**config.mk**
```make
export PLATFORM = sky130hd
export DESIGN_NAME = player_move_ctrl_flat
export DESIGN_NICKNAME = d
export VERILOG_FILES = /design/src/rtl/player_move_ctrl_if.sv /design/src/rtl/player_move_ctrl.sv /design/src/flat_wrapper.sv
export SDC_FILE = /design/constraint.sdc
export NUM_CORES = 1
export LEC_CHECK = 0
export CORE_AREA = 2 2 51 88
export DETAILED_ROUTE_END_ITERATION = 10
export DIE_AREA = 0 0 53 90
export HOLD_SLACK_MARGIN = 0.02
export PLACE_DENSITY = 0.79
export SYNTH_ARGS = -nofsm -noshare
export SYNTH_HDL_FRONTEND = slang
export SYNTH_SLANG_ARGS = --single-unit
```
**constraint.sdc**
```tcl
create_clock -name clk -period 3.45 [get_ports clk]
set_input_delay 0.69 -clock clk [delete_from_list [all_inputs] [get_ports clk]]
set_output_delay 0.69 -clock clk [all_outputs]
set_load 0.005 [all_outputs]
```
**src/rtl/player_move_ctrl_if.sv**
```systemverilog
// Move-request handshake between the game logic (master) and the player
// movement sequencer (slave).
interface player_move_ctrl_if;
    logic       move_valid;
    logic [2:0] move_steps;
    logic       move_ready;

    modport master (
        output move_valid,
        output move_steps,
        input  move_ready
    );

    modport slave (
        input  move_valid,
        input  move_steps,
        output move_ready
    );
endinterface

```
**src/rtl/player_move_ctrl.sv**
```systemverilog
// Player sprite movement sequencer: accepts dice-roll moves and walks the
// sprite tile by tile with a frame-paced hop, updating position only on frame ticks.
module player_move_ctrl #(
    parameter int BASE_X       = 16,
    parameter int BASE_Y       = 124,
    parameter int TILE_W       = 32,
    parameter int NUM_TILES    = 16,
    parameter int SPEED        = 2,
    parameter int PAUSE_FRAMES = 4
) (
    input  logic                         clk,
    input  logic                         reset,
    input  logic                         frame_tick,
    player_move_ctrl_if.slave            move_if,
    output logic [9:0]                   player_x,
    output logic [9:0]                   player_y,
    output logic [$clog2(NUM_TILES)-1:0] tile_idx,
    output logic                         busy,
    output logic                         move_done,
    output logic                         lap
);
    localparam int STEP_FRAMES = TILE_W / SPEED;
    localparam int HALF        = STEP_FRAMES / 2;
    localparam int TW          = $clog2(NUM_TILES);
    localparam int KW          = $clog2(STEP_FRAMES + 1);
    localparam int PW          = $clog2(PAUSE_FRAMES + 1);

    localparam logic [KW-1:0] K_LAST    = KW'(STEP_FRAMES - 1);
    localparam logic [KW-1:0] K_HALF    = KW'(HALF);
    localparam logic [PW-1:0] P_LAST    = PW'(PAUSE_FRAMES - 1);
    localparam logic [TW-1:0] TILE_LAST = TW'(NUM_TILES - 1);

    // Parameter sanity checks at elaboration time.
    if (TILE_W % (2 * SPEED) != 0) begin : g_bad_pitch
        $error("TILE_W must be a multiple of 2*SPEED");
    end
    if (PAUSE_FRAMES < 1) begin : g_bad_pause
        $error("PAUSE_FRAMES must be at least 1");
    end
    if (NUM_TILES < 2) begin : g_bad_tiles
        $error("NUM_TILES must be at least 2");
    end
    if (BASE_X + TILE_W * (NUM_TILES - 1) >= 640) begin : g_bad_x
        $error("player_x would leave the 640-pixel screen");
    end
    if (BASE_Y < HALF) begin : g_bad_y
        $error("hop peak would drive player_y negative");
    end

    typedef enum logic [1:0] {IDLE, HOP, LAND} state_t;

    state_t        state_reg, state_next;
    logic [KW-1:0] k_reg, k_next;
    logic [2:0]    steps_left_reg, steps_left_next;
    logic [PW-1:0] land_reg, land_next;
    logic [9:0]    x_reg, x_next;
    logic [9:0]    y_reg, y_next;
    logic [TW-1:0] tile_reg, tile_next;
    logic          busy_reg, busy_next;
    logic          ready_reg, ready_next;
    logic          done_reg, done_next;
    logic          lap_reg, lap_next;

    logic          accept;
    logic [2:0]    steps_sat;
    logic          step_end;
    logic          land_end;
    logic          wrap_step;
    logic [KW-1:0] k_inc;
    logic [9:0]    hop_px;

    assign accept    = ready_reg && move_if.move_valid;
    assign steps_sat = (move_if.move_steps == 3'd7) ? 3'd6 : move_if.move_steps;
    assign step_end  = frame_tick && (k_reg == K_LAST);
    assign land_end  = frame_tick && (land_reg == P_LAST);
    assign wrap_step = (tile_reg == TILE_LAST);
    assign k_inc     = k_reg + KW'(1);
    // Triangular hop profile: rises one pixel per frame, then falls back.
    assign hop_px    = (k_inc <= K_HALF) ? 10'(k_inc) : 10'(STEP_FRAMES) - 10'(k_inc);

    always_ff @(posedge clk or posedge reset) begin
        if (reset) begin
            state_reg      <= IDLE;
            k_reg          <= '0;
            steps_left_reg <= '0;
            land_reg       <= '0;
            x_reg          <= 10'(BASE_X);
            y_reg          <= 10'(BASE_Y);
            tile_reg       <= '0;
            busy_reg       <= 1'b0;
            ready_reg      <= 1'b1;
            done_reg       <= 1'b0;
            lap_reg        <= 1'b0;
        end else begin
            state_reg      <= state_next;
            k_reg          <= k_next;
            steps_left_reg <= steps_left_next;
            land_reg       <= land_next;
            x_reg          <= x_next;
            y_reg          <= y_next;
            tile_reg       <= tile_next;
            busy_reg       <= busy_next;
            ready_reg      <= ready_next;
            done_reg       <= done_next;
            lap_reg        <= lap_next;
        end
    end

    always_comb begin
        state_next = state_reg;
        case (state_reg)
            IDLE: if (accept && steps_sat != 3'd0) state_next = HOP;
            HOP:  if (step_end && steps_left_reg == 3'd1) state_next = LAND;
            LAND: if (land_end) state_next = IDLE;
            default: state_next = IDLE;
        endcase
    end

    always_comb begin
        k_next          = k_reg;
        steps_left_next = steps_left_reg;
        land_next       = land_reg;
        x_next          = x_reg;
        y_next          = y_reg;
        tile_next       = tile_reg;
        done_next       = 1'b0;
        lap_next        = 1'b0;
        busy_next       = (state_next != IDLE);
        ready_next      = (state_next == IDLE);
        case (state_reg)
            IDLE: begin
                if (accept) begin
                    if (steps_sat == 3'd0) begin
                        done_next = 1'b1;
                    end else begin
                        steps_left_next = steps_sat;
                        k_next          = '0;
                        land_next       = '0;
                    end
                end
            end
            HOP: begin
                if (step_end) begin
                    k_next          = '0;
                    y_next          = 10'(BASE_Y);
                    steps_left_next = steps_left_reg - 3'd1;
                    land_next       = '0;
                    if (wrap_step) begin
                        tile_next = '0;
                        x_next    = 10'(BASE_X);
                        lap_next  = 1'b1;
                    end else begin
                        tile_next = tile_reg + TW'(1);
                        x_next    = x_reg + 10'(SPEED);
                    end
                end else if (frame_tick) begin
                    k_next = k_inc;
                    y_next = 10'(BASE_Y) - hop_px;
                    // The wrap hop stays in place; x snaps back to tile 0 on landing.
                    if (!wrap_step) x_next = x_reg + 10'(SPEED);
                end
            end
            LAND: begin
                if (land_end) begin
                    land_next = '0;
                    done_next = 1'b1;
                end else if (frame_tick) begin
                    land_next = land_reg + PW'(1);
                end
            end
            default: ;
        endcase
    end

    assign player_x           = x_reg;
    assign player_y           = y_reg;
    assign tile_idx           = tile_reg;
    assign busy               = busy_reg;
    assign move_done          = done_reg;
    assign lap                = lap_reg;
    assign move_if.move_ready = ready_reg;
endmodule

```
**src/flat_wrapper.sv**
```systemverilog
// flat-port wrapper written by rule: the top's interface ports become plain ports
module player_move_ctrl_flat 
#(
    parameter int BASE_X       = 16,
    parameter int BASE_Y       = 124,
    parameter int TILE_W       = 32,
    parameter int NUM_TILES    = 16,
    parameter int SPEED        = 2,
    parameter int PAUSE_FRAMES = 4
)
  (clk, reset, frame_tick, player_x, player_y, tile_idx, busy, move_done, lap, move_if_move_valid, move_if_move_steps, move_if_move_ready);
  player_move_ctrl_if move_if_i ();
  input  logic clk;
  input  logic reset;
  input  logic frame_tick;
  output logic [9:0] player_x;
  output logic [9:0] player_y;
  output logic [$clog2(NUM_TILES)-1:0] tile_idx;
  output logic busy;
  output logic move_done;
  output logic lap;
  input wire logic [$bits(move_if_i.move_valid)-1:0] move_if_move_valid;
  input wire logic [$bits(move_if_i.move_steps)-1:0] move_if_move_steps;
  output wire logic [$bits(move_if_i.move_ready)-1:0] move_if_move_ready;
  assign move_if_i.move_valid = move_if_move_valid;
  assign move_if_i.move_steps = move_if_move_steps;
  assign move_if_move_ready = move_if_i.move_ready;
  player_move_ctrl #(.BASE_X(BASE_X), .BASE_Y(BASE_Y), .TILE_W(TILE_W), .NUM_TILES(NUM_TILES), .SPEED(SPEED), .PAUSE_FRAMES(PAUSE_FRAMES)) u_core (.clk(clk), .reset(reset), .frame_tick(frame_tick), .move_if(move_if_i), .player_x(player_x), .player_y(player_y), .tile_idx(tile_idx), .busy(busy), .move_done(move_done), .lap(lap));
endmodule
```
* Word level (Yosys, flattened, before mapping)
Cells that the tools add are included. Widths: inputs -> output; s select.
Cells by class: reduce and logical (&&, ||, !) cells 19, equality and inequality tests 13, div/mod/pow operators 0, bitwise gates (word level) 0, add/sub/neg operators 7, multiply operators 0, mux-type cells 35, magnitude comparators 1, shift operators 0
Operators by type and width (count):
- $mux 10 | 7
- $mux 3 | 9
- $mux 5 | 4
- $add 10x2->10 const B | 1
- $pmux 5 s2 | 1
- $sub 7x10->10 const A | 1
- $pmux 3 s3 | 1
- $reduce_and 4->1 | 2
- $mux 1 | 6
- $mux 2 | 3
- $ne 2x1->1 const B | 3
- $ne 3x2->1 const B | 2
- $pmux 2 s3 | 1
- $pmux 3 s2 | 1
- $reduce_bool 2->1 | 3
- $reduce_bool 3->1 | 2
- $sub 5x5->6 const A | 1
- $add 5x1->5 const B | 1
- $eq 5x4->1 const B | 1
- $le 5x4->1 const B | 1
- $logic_and 1x1->1 | 5
- $reduce_and 5->1 | 1
- $add 4x1->4 const B | 1
- $eq 4x4->1 const B | 1
- 14 further kinds | 16
Storage, ports and cells: input port bits 7, memories kept 0, bits in latches 0, memory bits (read-only) 0, output and inout port bits 28, RAM bits 0, flip-flop bits (word level) 41

* Logic depth before layout (Yosys ltp)
word-level depth 7, depth in mapped cells 11, gate-level depth less buffers 9

* Worst setup path after synthesis
Ideal clock, no wire load.
path type register to register, start register u_core.k_reg[1], end register u_core.y_reg[3] (netlist: u_core.player_y[3]), arrival 2.034 ns, path buffers 2, setup slack 1.323 ns, stages on the path, launching flop included 12, cell sequence dfrtp_1 ha_1 buf_2 nand2_1 nor2_1 ha_1 clkbuf_1 a21oi_1 o31ai_1 nand3_1 o311ai_0 o211ai_1
On the way: word-level cells in the longest chain between the ends 6
RTL lines:
- from (decl) | line player_move_ctrl.sv:53 | logic [KW-1:0] k_reg, k_next;
- from (signal assigned) | line player_move_ctrl.sv:96 | k_reg <= k_next;
- $add 5x1->5 | line player_move_ctrl.sv:77 | assign k_inc = k_reg + KW'(1);
- $sub 5x5->6 or $le 5x4->1 (tied branches) | line player_move_ctrl.sv:79 | assign hop_px = (k_inc <= K_HALF) ? 10'(k_inc) : 10'(STEP_FRAMES) - 10'(k_inc);
- $mux 10 | line player_move_ctrl.sv:79
- $sub 7x10->10 | line player_move_ctrl.sv:158 | y_next = 10'(BASE_Y) - hop_px;
- $mux 10 | line player_move_ctrl.sv:156 | end else if (frame_tick) begin
- $mux 10 | line player_move_ctrl.sv:143 | if (step_end) begin
- to (signal assigned) | line player_move_ctrl.sv:88 | y_reg <= 10'(BASE_Y);
- to (signal assigned) | line player_move_ctrl.sv:100 | y_reg <= y_next;
- to (decl) | line player_move_ctrl.sv:57 | logic [9:0] y_reg, y_next;
Several ways; a longest one is shown, not always the timed one. The select of a mux whose other input is x is not followed. A chain may end at the register's enable or synchronous reset.

* Worst setup path after layout
start register u_core.k_reg[0], end register u_core.land_reg[1]
On the way: word-level cells in the longest chain between the ends 4
RTL lines:
- $eq 5x4->1 | line player_move_ctrl.sv:74 | assign step_end = frame_tick && (k_reg == K_LAST);
- $logic_and 1x1->1 | line player_move_ctrl.sv:74
- $ne 2x1->1 (no line)
- $reduce_and 5->1 (no line)
- to (signal assigned) | line player_move_ctrl.sv:98 | land_reg <= land_next;
- to (decl) | line player_move_ctrl.sv:55 | logic [PW-1:0] land_reg, land_next;
Every way passes these cells.

==> impl_metrics.csv <==
group,metric,value,unit
yosys,synth_xor_area_frac,0.0286,
timing,drv_slew,0,
timing,rsz0062_at_grt,"false",
yosys,synth-seq-cells,38,
yosys,yosysWarnings,0,
yosys,postSynthCellCount,243,
critical_path,crit_path_cell_trace,"ha_1, nand2_1, nor2_1, ha_1, nand3_1, o21ai_0, mux2_2",
clock_network,clk_pin_slew_worst_paths,0.07,ns
critical_path,crit_top_cell,"ha_1",
hold_path,worst_hold_path_type,"reg -> reg",
drt,wire_per_inst,13.3,um
floorplanning,start_util,0.526,
yosys,synth.area.mux_share,0.0158,
floorplanning,die-width,53,um
yosys,synth-compound-area-share,0.157,
drt,drc,0,
yosys,synth.most_common_cell,"nand2_1",
critical_path,crit_required,3.63,ns
yosys,synth_area_leaders,"dfrtp_1, dfstp_2, o21ai_0",
timing,fin_crit,2.41,ns
yosys,synth_flop_cell,"dfrtp_1",
yosys,yosys-top-cells-count,"nand2_1, dfrtp_1, o21ai_0, nor2_1, nand3_1",
layout,n_fill_cell,370,
global_route,grt_max_degree,25,
clock_network,post_cts_buffers,0,
floorplanning,io_pins,35,
clock_network,h-tree-depth,2,
global_route,grtUsageTotal,0.196,
yosys,synth_area_per_cell,8.82,um2
critical_path,startpoint_type,"register",
timing,period_share,0.699,
timing,setup_viol_count_final,0,
clock_network,cts_made_buffers,5,
timing,skew,0.00743,ns
power_and_ir_drop,p_leak,0.00112,uW
drt,drtAntennaViolNets,0,
place,hpwl,3240,um
layout,layout.nets,284,
layout,synthToLayoutAreaGrowth,18.5,%
yosys,synth_cell_types,45,
layout,diodes,0,
critical_path,cpPeakStageDelay,0.48,ns
yosys,synth_top_family_by_area,"simple AND/OR/NAND/NOR gates",
layout,final_area,2540,um2
layout,layout-drive-gt1-share,0.0923,
clock_network,root_buffer,"clkbuf_8",
critical_path,crit_path_max_fanout,10,
clock_network,cts_tree,"done",
critical_path,crit_arrival,2.59,ns
clock_network,cts.sinks,38,
critical_path,crit_path_end_kind,"register",
clock_network,clock_latency,0.29,ns
clock_network,ctsLongestPathBuffers,2,
place,io_buffers,31,
drt,vias,1781,
power_and_ir_drop,peakVddDrop,0.481,mV
timing,timing.setup.tns,0,ns
yosys,syn-cell-area,2140,um2
global_route,grt-ovfl-total,0,
clock_network,cts_hold_buf,0,
timing,finalHoldViolations,0,
global_route,grt_pass1_vias,1707,
floorplanning,core,4070,um2
timing,fmax,415,MHz
drt,routed_wl,4250,um
yosys,synth.top_cell.area_share,0.362,
drt,detailedRoute.firstIterationViolations,40,
floorplanning,rows,31,
drt,first_pass_iters,4,
flow_run,max_cap_violations,0,
global_route,grt_pass1_wl,7190,um
critical_path,path_buf_inv,0,
yosys,ys_async_sr_fraction,1.00,
critical_path,critPathKind,"reg -> reg",
floorplanning,die_y,90,um
yosys,yosysSeqAreaShare,0.448,
timing,max_slew_margin,0.427,
run_status,status,"finished clean",
critical_path,slowest_stage,"dfrtp_1",
layout,largest_register_ffs,9,
yosys,synth_edf_count,0,
yosys,synth_simple_gate_area_share,0.244,
floorplanning,dieArea,4770,um2
critical_path,path_delay_family,"adder cells",
clock_network,cts_resized,0,
place,postPlaceCellArea,2430,um2
yosys,yosys.area.top_type,"dfrtp_1",
drt,viasPerCell,5.57,
place,place.gp.congestion,0.897,
yosys,synth_fa_ha_area_frac,0.0409,
global_route,antenna_found_initial,0,
power_and_ir_drop,power_density,730,nW/um2
timing,worst_pin_slew,0.859,ns
## per-layer routing
metal  global-route usage  share of wire  up-vias
li1                     -              -      886
met1                0.215           0.40      844
met2                0.343           0.54       38
met3               0.0299          0.029       13
met4                0.107          0.034        0
met5                    0              0        -
## where the power goes
part	internal (uW)	total (uW)	switching (uW)
logic	381	743	362
registers	601	744	143
clock network	216	366	150
## metrics by stage
step | hold WS [ns] | setup slack, ns | total power, uW | instances | util
6_report | 0.479 | 1.04 | 1850 | 320 | 0.623
5_1_grt | 0.527 | 0.814 | 1990 | 320 | 0.623
4_1_cts | 0.485 | 1.04 | 1860 | 320 | 0.623
3_5_place_dp | 0.470 | 0.937 | 1500 | 312 | 0.597
3_3_place_gp | 0.461 | 0.982 | 1490 | 312 | 0.597
2_1_floorplan | 0.450 | 1.32 | 1230 | 245 | -
## layout by cell type (no fill, tap or decap), types with 2 or more instances in the layout
cell,count
clkdlybuf4s50_1,31
ha_1,7
nor2_4,2
dfstp_2,7
mux2_2,3
nand2b_1,3
or3b_2,2
a21o_1,2
xnor2_1,5
nor2_1,23
nor3_1,3
xor2_1,2
inv_1,9
o21a_1,2
or3_1,3
nand3_1,15
o31ai_1,2
clkbuf_1,2
conb_1,3
a31oi_1,3
and3_1,4
clkbuf_8,5
nand2_1,36
nand4_1,3
buf_4,2
o21ai_0,28
nand3b_1,2
dfrtp_1,31
o211ai_1,3
a21oi_1,10
nor2b_1,3
## worst register-to-register path, cell delays in order (launching register included)
cell and delay, ns:
dfrtp_1 0.48, ha_1 0.35, nand2_1 0.15, nor2_1 0.13, ha_1 0.32, nand3_1 0.24
o21ai_0 0.26, mux2_2 0.38
## cell families after synthesis
kind of cell,after synthesis
AND/OR/NAND/NOR,106
flip-flops,38
multiplexers,3
AO/OA/AOI/OAI,57
XOR/XNOR,7
buffers and inverters,24
other,1
adder cells (fa/ha/maj),7
## area by class of cell
type	instances	area, um2	share of cell area
clock buffer	7	76.3	0.0301
clock inverter	1	30.0	0.0118
timing repair buffer	33	325	0.128
inverter	9	33.8	0.0133
multi-input combinational	183	1050	0.414
tap	49	61.3	0.0241
sequential	38	960	0.378
## final timing paths
kind                                             start  cells after the start  slack (ns)                        endpoint
min reg2reg                u_core.k_reg[4]$_DFFE_PP0P_                      1        0.48     u_core.k_reg[4]$_DFFE_PP0P_
max reg2reg                u_core.k_reg[0]$_DFFE_PP0P_                      7        1.04  u_core.land_reg[1]$_DFFE_PP0P_
min in group asynchronous                        reset                      2        0.89  u_core.player_x[6]$_DFFE_PP0P_
min                        u_core.k_reg[4]$_DFFE_PP0P_                      1        0.48     u_core.k_reg[4]$_DFFE_PP0P_
max in group asynchronous                        reset                      3        1.84  u_core.player_y[4]$_DFFE_PP1P_
max                        u_core.k_reg[0]$_DFFE_PP0P_                      7        1.04  u_core.land_reg[1]$_DFFE_PP0P_
(Power assumes the default switching activity.)
